### config.mk
export PLATFORM = sky130hd
export DESIGN_NAME = cache_2way_wb_ctrl
export DESIGN_NICKNAME = d
export VERILOG_FILES = /design/src/rtl/cache_2way_wb_ctrl.sv
export SDC_FILE = /design/constraint.sdc
export NUM_CORES = 1
export LEC_CHECK = 0
export BUFFER_PORTS_ARGS = -buffer_cell sky130_fd_sc_hd__buf_4
export CAP_MARGIN = 20
export CORE_MARGIN = 4
export CORE_UTILIZATION = 60
export CTS_BUF_LIST = sky130_fd_sc_hd__clkbuf_8
export DETAILED_ROUTE_END_ITERATION = 10
export GPL_TIMING_DRIVEN = 0
export PLACE_DENSITY = 0.77
export SETUP_SLACK_MARGIN = 0.4
export SYNTH_ARGS = -nofsm -noshare
export SYNTH_HDL_FRONTEND = slang
export SYNTH_SLANG_ARGS = --single-unit
### constraint.sdc
create_clock -name clock -period 9.2 [get_ports clock]
set_clock_uncertainty 0.05 [all_clocks]
set_input_delay 1.84 -clock clock [delete_from_list [all_inputs] [get_ports clock]]
set_output_delay 1.84 -clock clock [all_outputs]
set_load 0.02 [all_outputs]
### src/rtl/cache_2way_wb_ctrl.sv
// 2-way set-associative write-back / write-allocate cache controller.
// Byte-wide CPU port, one-word-per-beat memory port, true per-set LRU, flush and hit/miss counters.
module cache_2way_wb_ctrl #(
  parameter int AWIDTH      = 12,
  parameter int DWIDTH      = 8,
  parameter int NUM_SETS    = 8,
  parameter int BLOCK_WORDS = 4,
  parameter int CNT_W       = 16
) (
  input  logic              clock,
  input  logic              reset_n,
  input  logic              cpu_req,
  input  logic              cpu_we,
  input  logic [AWIDTH-1:0] cpu_addr,
  input  logic [DWIDTH-1:0] cpu_wdata,
  output logic [DWIDTH-1:0] cpu_rdata,
  output logic              cpu_ready,
  output logic              cpu_busy,
  input  logic              flush_req,
  output logic              flush_done,
  output logic              mem_req,
  output logic              mem_we,
  output logic [AWIDTH-1:0] mem_addr,
  output logic [DWIDTH-1:0] mem_wdata,
  input  logic [DWIDTH-1:0] mem_rdata,
  input  logic              mem_ack,
  output logic [CNT_W-1:0]  hit_cnt,
  output logic [CNT_W-1:0]  miss_cnt,
  output logic [2:0]        dbg_state
);

  localparam int IDX_W = $clog2(NUM_SETS);
  localparam int OFF_W = $clog2(BLOCK_WORDS);
  localparam int TAG_W = AWIDTH - IDX_W - OFF_W;
  localparam int LOC_W = 1 + IDX_W + OFF_W;

  localparam logic [2:0] S_IDLE       = 3'd0;
  localparam logic [2:0] S_LOOKUP     = 3'd1;
  localparam logic [2:0] S_WRITEBACK  = 3'd2;
  localparam logic [2:0] S_REFILL     = 3'd3;
  localparam logic [2:0] S_COMPLETE   = 3'd4;
  localparam logic [2:0] S_FLUSH_SCAN = 3'd5;
  localparam logic [2:0] S_FLUSH_WB   = 3'd6;

  logic [2:0]        state;
  logic [TAG_W-1:0]  req_tag;
  logic [OFF_W-1:0]  req_off;
  logic              req_we;
  logic [DWIDTH-1:0] req_wdata;
  logic [IDX_W-1:0]  cur_set;
  logic              cur_way;
  logic [OFF_W-1:0]  beat;

  logic [NUM_SETS-1:0] valid_q [2];
  logic [NUM_SETS-1:0] dirty_q [2];
  logic [NUM_SETS-1:0] lru_q;
  logic [TAG_W-1:0]    tag_q   [2][NUM_SETS];
  logic [DWIDTH-1:0]   data_q  [2**LOC_W];

  logic              hit0, hit1, hit, hit_way, victim, victim_dirty;
  logic              beat_ack, last_beat, wb_state;
  logic              data_we, tag_we;
  logic [LOC_W-1:0]  data_waddr;
  logic [DWIDTH-1:0] data_wdata;

  assign dbg_state = state;
  assign cpu_busy  = (state != S_IDLE);
  assign wb_state  = (state == S_WRITEBACK) || (state == S_FLUSH_WB);
  assign beat_ack  = mem_req && mem_ack;
  assign last_beat = &beat;

  always_comb begin
    hit0    = valid_q[0][cur_set] && (tag_q[0][cur_set] == req_tag);
    hit1    = valid_q[1][cur_set] && (tag_q[1][cur_set] == req_tag);
    hit     = hit0 || hit1;
    hit_way = !hit0;
    if (!valid_q[0][cur_set])
      victim = 1'b0;
    else if (!valid_q[1][cur_set])
      victim = 1'b1;
    else
      victim = lru_q[cur_set];
    victim_dirty = valid_q[victim][cur_set] && dirty_q[victim][cur_set];
  end

  // Memory handshake: a beat transfers on a rising clock edge where mem_req and mem_ack
  // are both high; mem_req, mem_we, mem_addr and mem_wdata hold steady until that edge.
  always_comb begin
    mem_we    = mem_req && wb_state;
    mem_addr  = '0;
    mem_wdata = '0;
    if (wb_state) begin
      mem_addr  = {tag_q[cur_way][cur_set], cur_set, beat};
      mem_wdata = data_q[{cur_way, cur_set, beat}];
    end else if (state == S_REFILL) begin
      mem_addr  = {req_tag, cur_set, beat};
    end
  end

  always_comb begin
    data_we    = 1'b0;
    data_waddr = '0;
    data_wdata = '0;
    tag_we     = 1'b0;
    if (state == S_REFILL && beat_ack) begin
      data_we    = 1'b1;
      data_waddr = {cur_way, cur_set, beat};
      data_wdata = mem_rdata;
      tag_we     = last_beat;
    end else if (state == S_LOOKUP && hit && req_we) begin
      data_we    = 1'b1;
      data_waddr = {hit_way, cur_set, req_off};
      data_wdata = req_wdata;
    end else if (state == S_COMPLETE && req_we) begin
      data_we    = 1'b1;
      data_waddr = {cur_way, cur_set, req_off};
      data_wdata = req_wdata;
    end
  end

  // Line data and tags are not reset; valid bits gate every use of them.
  always_ff @(posedge clock) begin
    if (data_we)
      data_q[data_waddr] <= data_wdata;
    if (tag_we)
      tag_q[cur_way][cur_set] <= req_tag;
  end

  always_ff @(posedge clock or negedge reset_n) begin
    if (!reset_n) begin
      state      <= S_IDLE;
      req_tag    <= '0;
      req_off    <= '0;
      req_we     <= 1'b0;
      req_wdata  <= '0;
      cur_set    <= '0;
      cur_way    <= 1'b0;
      beat       <= '0;
      lru_q      <= '0;
      cpu_rdata  <= '0;
      cpu_ready  <= 1'b0;
      flush_done <= 1'b0;
      mem_req    <= 1'b0;
      hit_cnt    <= '0;
      miss_cnt   <= '0;
      for (int w = 0; w < 2; w++) begin
        valid_q[w] <= '0;
        dirty_q[w] <= '0;
      end
    end else begin
      cpu_ready  <= 1'b0;
      flush_done <= 1'b0;
      case (state)
        S_IDLE: begin
          if (flush_req) begin
            cur_set <= '0;
            cur_way <= 1'b0;
            state   <= S_FLUSH_SCAN;
          end else if (cpu_req) begin
            req_tag   <= cpu_addr[AWIDTH-1 -: TAG_W];
            cur_set   <= cpu_addr[OFF_W +: IDX_W];
            req_off   <= cpu_addr[OFF_W-1:0];
            req_we    <= cpu_we;
            req_wdata <= cpu_wdata;
            state     <= S_LOOKUP;
          end
        end
        S_LOOKUP: begin
          if (hit) begin
            if (req_we)
              dirty_q[hit_way][cur_set] <= 1'b1;
            else
              cpu_rdata <= data_q[{hit_way, cur_set, req_off}];
            lru_q[cur_set] <= ~hit_way;
            if (!(&hit_cnt))
              hit_cnt <= hit_cnt + 1'b1;
            cpu_ready <= 1'b1;
            state     <= S_IDLE;
          end else begin
            if (!(&miss_cnt))
              miss_cnt <= miss_cnt + 1'b1;
            cur_way <= victim;
            beat    <= '0;
            mem_req <= 1'b1;
            state   <= victim_dirty ? S_WRITEBACK : S_REFILL;
          end
        end
        S_WRITEBACK: begin
          if (beat_ack) begin
            beat <= beat + 1'b1;
            if (last_beat) begin
              mem_req <= 1'b0;
              state   <= S_REFILL;
            end
          end
        end
        S_REFILL: begin
          // Entered from WRITEBACK with mem_req low: that cycle is the gap between bursts.
          if (!mem_req) begin
            mem_req <= 1'b1;
          end else if (beat_ack) begin
            beat <= beat + 1'b1;
            if (last_beat) begin
              valid_q[cur_way][cur_set] <= 1'b1;
              dirty_q[cur_way][cur_set] <= 1'b0;
              mem_req <= 1'b0;
              state   <= S_COMPLETE;
            end
          end
        end
        S_COMPLETE: begin
          if (req_we)
            dirty_q[cur_way][cur_set] <= 1'b1;
          else
            cpu_rdata <= data_q[{cur_way, cur_set, req_off}];
          lru_q[cur_set] <= ~cur_way;
          cpu_ready      <= 1'b1;
          state          <= S_IDLE;
        end
        S_FLUSH_SCAN: begin
          if (valid_q[cur_way][cur_set] && dirty_q[cur_way][cur_set]) begin
            beat    <= '0;
            mem_req <= 1'b1;
            state   <= S_FLUSH_WB;
          end else if (cur_way && (&cur_set)) begin
            flush_done <= 1'b1;
            state      <= S_IDLE;
          end else begin
            cur_way <= ~cur_way;
            if (cur_way)
              cur_set <= cur_set + 1'b1;
          end
        end
        S_FLUSH_WB: begin
          // Returns to the same entry; now clean, the scan advances past it next cycle.
          if (beat_ack) begin
            beat <= beat + 1'b1;
            if (last_beat) begin
              dirty_q[cur_way][cur_set] <= 1'b0;
              mem_req <= 1'b0;
              state   <= S_FLUSH_SCAN;
            end
          end
        end
        default: begin
          mem_req <= 1'b0;
          state   <= S_IDLE;
        end
      endcase
    end
  end

endmodule
* Yosys cells after proc, flatten, opt, wreduce, memory -nomap -nowiden
Memories as Yosys holds them, arrays and structs flattened.
Cells that the tools add are included.
** Cells by class
- Add/subtract/negate cells :: 4
- Multipliers :: 0
- Div/mod/pow operators :: 0
- Magnitude comparators :: 9
- Equality and inequality tests :: 30
- Shift-type cells :: 0
- Muxes and demuxes :: 120
- Bitwise logic cells :: 15
- Reduce and logical (&&, ||, !) cells :: 43
** Operator list (count)
- $mux W8 :: 22
- $mux W16 :: 6
- $pmux W16 S4 :: 1
- $bmux W7 S3 :: 3
- $mux W56 :: 1
- $mux W7 :: 7
- $mux W3 :: 16
- $or A16 B16 Y16 :: 3
- $ne A2 B2 Y1 const B :: 18
- $mux W1 :: 33
- $add A16 B1 Y16 const B :: 2
- $pmux W8 S2 :: 2
- $reduce_and A16 Y1 :: 2
- $reduce_and A5 Y1 :: 5
- $mux W12 :: 2
- $bmux W1 S3 :: 7
- $demux W7 S3 :: 1
- $mux W6 :: 3
- $pmux W3 S6 :: 1
- $and A16 B16 Y16 :: 1
- $bwmux W8 :: 2
- $demux W8 S1 :: 2
- $not A16 Y16 :: 1
- $logic_and A1 B1 Y1 :: 15
- 35 further kinds :: 65
** Word-level totals
- Register bits after elaboration :: 110
- Latch bits :: 0
- Memory bits (writable) :: 624
- ROM bits :: 0
- Input port bits :: 34
- Output and inout port bits :: 68
- Word-level logic and storage cells :: 242
- Memories kept :: 2
** Memories
- data_q :: depth 64, width 8, read ports 3, clocked after Yosys merged registers in 0, write ports 1, RTL line 58 : logic [DWIDTH-1:0] data_q [2**LOC_W];
- tag_q :: depth 2, width 56, read ports 3, clocked after Yosys merged registers in 0, write ports 1, RTL line 57 : logic [TAG_W-1:0] tag_q [2][NUM_SETS];

* Depth between registers and ports, before layout
- Depth after elaboration :: 16
- Mapped depth :: 13
- Mapped depth without buffers :: 8

* Worst setup path after synthesis
No wires, ideal clock.
- Kind :: flip-flop to output port
- From :: register cur_set[0]
- To :: output mem_wdata[0]
- Arrival time :: 3.230 ns
- Required time :: 7.310 ns
- Path slack :: 4.080 ns
- Cell stages (with the launch flop) :: 12
- Path buffers :: 9
- Cell sequence :: dfrtp_1 buf_2 buf_2 buf_2 buf_2 buf_2 buf_2 buf_2 clkbuf_1 buf_1 a211oi_1 nor3_1
** On the way
- Longest elaborated chain between the ends :: 2
** Ends and longest elaborated chain
- from (decl) :: RTL line 50 : logic [IDX_W-1:0] cur_set;
- from (signal assigned) :: RTL line 161 : cur_set <= cpu_addr[OFF_W +: IDX_W];
- from (signal assigned) :: RTL line 231 : cur_set <= cur_set + 1'b1;
- $mem_v2 Z64 W8
- $mux W8 :: RTL line 92 : if (wb_state) begin
- to (decl) :: RTL line 24 : output logic [DWIDTH-1:0] mem_wdata,
Every way passes these cells.

* Worst setup path after layout
- From :: register cur_set[0]
- To :: output mem_wdata[3]
The elaborated chain is that of the path after synthesis.

==> impl_metrics.ini <==
[logic_synthesis]
synth_common_cells = edfxtp_1 (624), mux4_2 (319), dfrtp_1 (110), clkbuf_1 (100), a22oi_1 (86)
synth_top_area_share_pct = 53.5
synth_most_common_cell = edfxtp_1
synthesis.nets = 2062
async_flop_share_pct = 15.0
synth_edf_count = 624
syn_area_per_cell_um2 = 17.3
synth_flop_cell = edfxtp_1
syn-cell-area_um2 = 35000
ys_ff_latch = 734
synth_area_leaders = edfxtp_1 (53%), mux4_2 (21%), dfrtp_1 (7.9%), mux2i_1 (2.3%), mux2_2 (2.2%)
yosysWarnings = 0
netlist_instances = 2023
ys_types = 69
yosys.area.top_type = edfxtp_1
ys_seq_area_share_pct = 61.3

[floorplanning]
fp.coreArea_um2 = 57800
rows = 88
io_pins = 102
die_area_um2 = 62300
die_h_um = 250
die_w_um = 250
start_util_pct = 60.6

[placed_design]
dpl_worst_slack_ps = 2010
dp.cells = 2955
port_buffers = 101
place_congestion = 1.06
placed_cell_area_um2 = 37700
hpwlAfterDp_um = 81500

[final_layout]
finish.utilization_pct = 69.6
area_delta_synth_final_pct = 14.7
layout-drive-gt1-share_pct = 33.8
finalInstanceArea_um2 = 40200
layoutNonFillerInstCount = 3184
fin_nets = 2361

[power]
powerDensity_nw_per_um2 = 303
finalPower_mw = 12.2
power_leakage_nw = 13.7
vdd_drop_max_v = 0.000284

[clock_tree]
root_buffer = clkbuf_8
numCtsBuffers = 117
cts_max_level = 3
clock_latency_ps = 750
path_clk_slew_ps = 60
clkSinkCount = 734
cts_hold_buffers = 0
cts_resized = 0
clk_path_buf_depth = 3
cts_setup_buffers = 0
cts_tree = yes

[critical_path]
crit_type = flip-flop to output pin
critPathCaptureType = output pin
required_ps = 7310
cp_max_fo = 10
cp.arrival_ps = 6390
crit_path_start_kind = flip-flop

[routing]
first_pass_iters = 7
vias_per_cell = 7.42
drc_errors = 0
routedWlPerCell_um = 36.0
drt-initial-drc-count = 3943
vias = 23600
ant_nets = 0
routed_wirelength_um = 115000

[worst_hold_path]
hp-class = flip-flop to flip-flop

[global_route]
grt_pass1_wl_um = 164000
grt-ovfl-total = 0
grt_pass1_vias = 23400
grt-busiest-layer = met2
grtUsageMet1_pct = 49.5
gr-usage-met3_pct = 12.1
antenna_found_initial = 3
grt_max_degree = 60
grtUsageMet2_pct = 55.5
grt.total_usage_pct = 36.7

[outcome]
outcome = completed

[timing]
slew_violations = 0
finalHoldViolCount = 0
setup_viol = 0
period_share_pct = 90.0
final.setup.tns_ps = 0
layout_setup_ws_ps = 923
worstMarginPinSlew_ps = 1280
fin_worst_hold_slack_ps = 445
fmax_mhz = 121
rsz0062_at_grt = no
min_period_ps = 8280
relSlewSlack_pct = 14.3

[job]
drv_cap = 0
-- cell families after synthesis --
logic type | after synthesis | synth area share [%]
fa+ha+maj | 5 | 0.179
compound gates | 268 | 5.38
mux | 468 | 25.0
buf+inv | 168 | 1.92
simple gates | 343 | 5.25
flops | 734 | 61.3
xor+xnor | 37 | 0.925
-- flip-flops by register name, summed over array words and instances, names as in the netlist, 16 cells and up --
signal / flops
hit_cnt: 16
valid_q: 16
miss_cnt: 16
tag_q: 112
dirty_q: 16
data_q: 512
-- layer usage --
metal / wire length, um / vias up
li1: - / 9119
met1: 39200 / 11900
met2: 51900 / 2164
met3: 16700 / 446
met4: 6840 / 4
met5: 22 / -
-- final timing paths --
check,from,end,slack [ps],cells past startpoint
max,cur_set[0],mem_wdata[3],920,12
min,hit_cnt[7],hit_cnt[7],440,1
max reg2reg,cur_set[0],data_q[46][2],3100,11
min reg2reg,hit_cnt[7],hit_cnt[7],440,1
max in group asynchronous,reset_n,cpu_rdata[0],7340,2
min in group asynchronous,reset_n,req_tag[5],1010,1
-- power breakdown --
part / switching (mW) / internal, mW / leakage (nW)
Sequential: 0.179 / 3.92 / 7.12
Clock: 1.33 / 1.43 / 1.34
Combinational: 3.24 / 2.07 / 5.22
Total: 4.75 / 7.42 / 13.7
-- area by class of cell --
type                    count  area, um2
flip-flops and latches    734      21500
fillers                  3710      17600
multi-input cells        1121      13100
clock buffers             136       1870
repair buffers            180       1680
well taps                 765        957
plain buffers             161        649
clock inverters            79        432
inverters                   7       26.3
diodes                      1       2.50
-- worst max-delay path, cell delays in order, from the launching register on --
cell and delay [ps]:
dfrtp_1 380, buf_2 300, buf_2 360, buf_2 390, buf_2 290, buf_2 440, buf_2 550, buf_2 490
clkbuf_1 570, buf_1 690, a211oi_1 280, nor3_1 620, buf_4 260
-- cells in the final DEF, fill, tap and decap left out, types with 40 or more instances in the layout --
cell type and count:
dfrtp_1 110, mux2_2 68, mux4_2 319, nand2_1 51, nor2_1 66, edfxtp_1 624, nand4_1 40, a22oi_1 86
mux2i_1 79, buf_4 137, clkbuf_1 100, o21ai_0 44, clkbuf_8 136, inv_1 48
No activity file was read; power rests on OpenSTA's default activity.
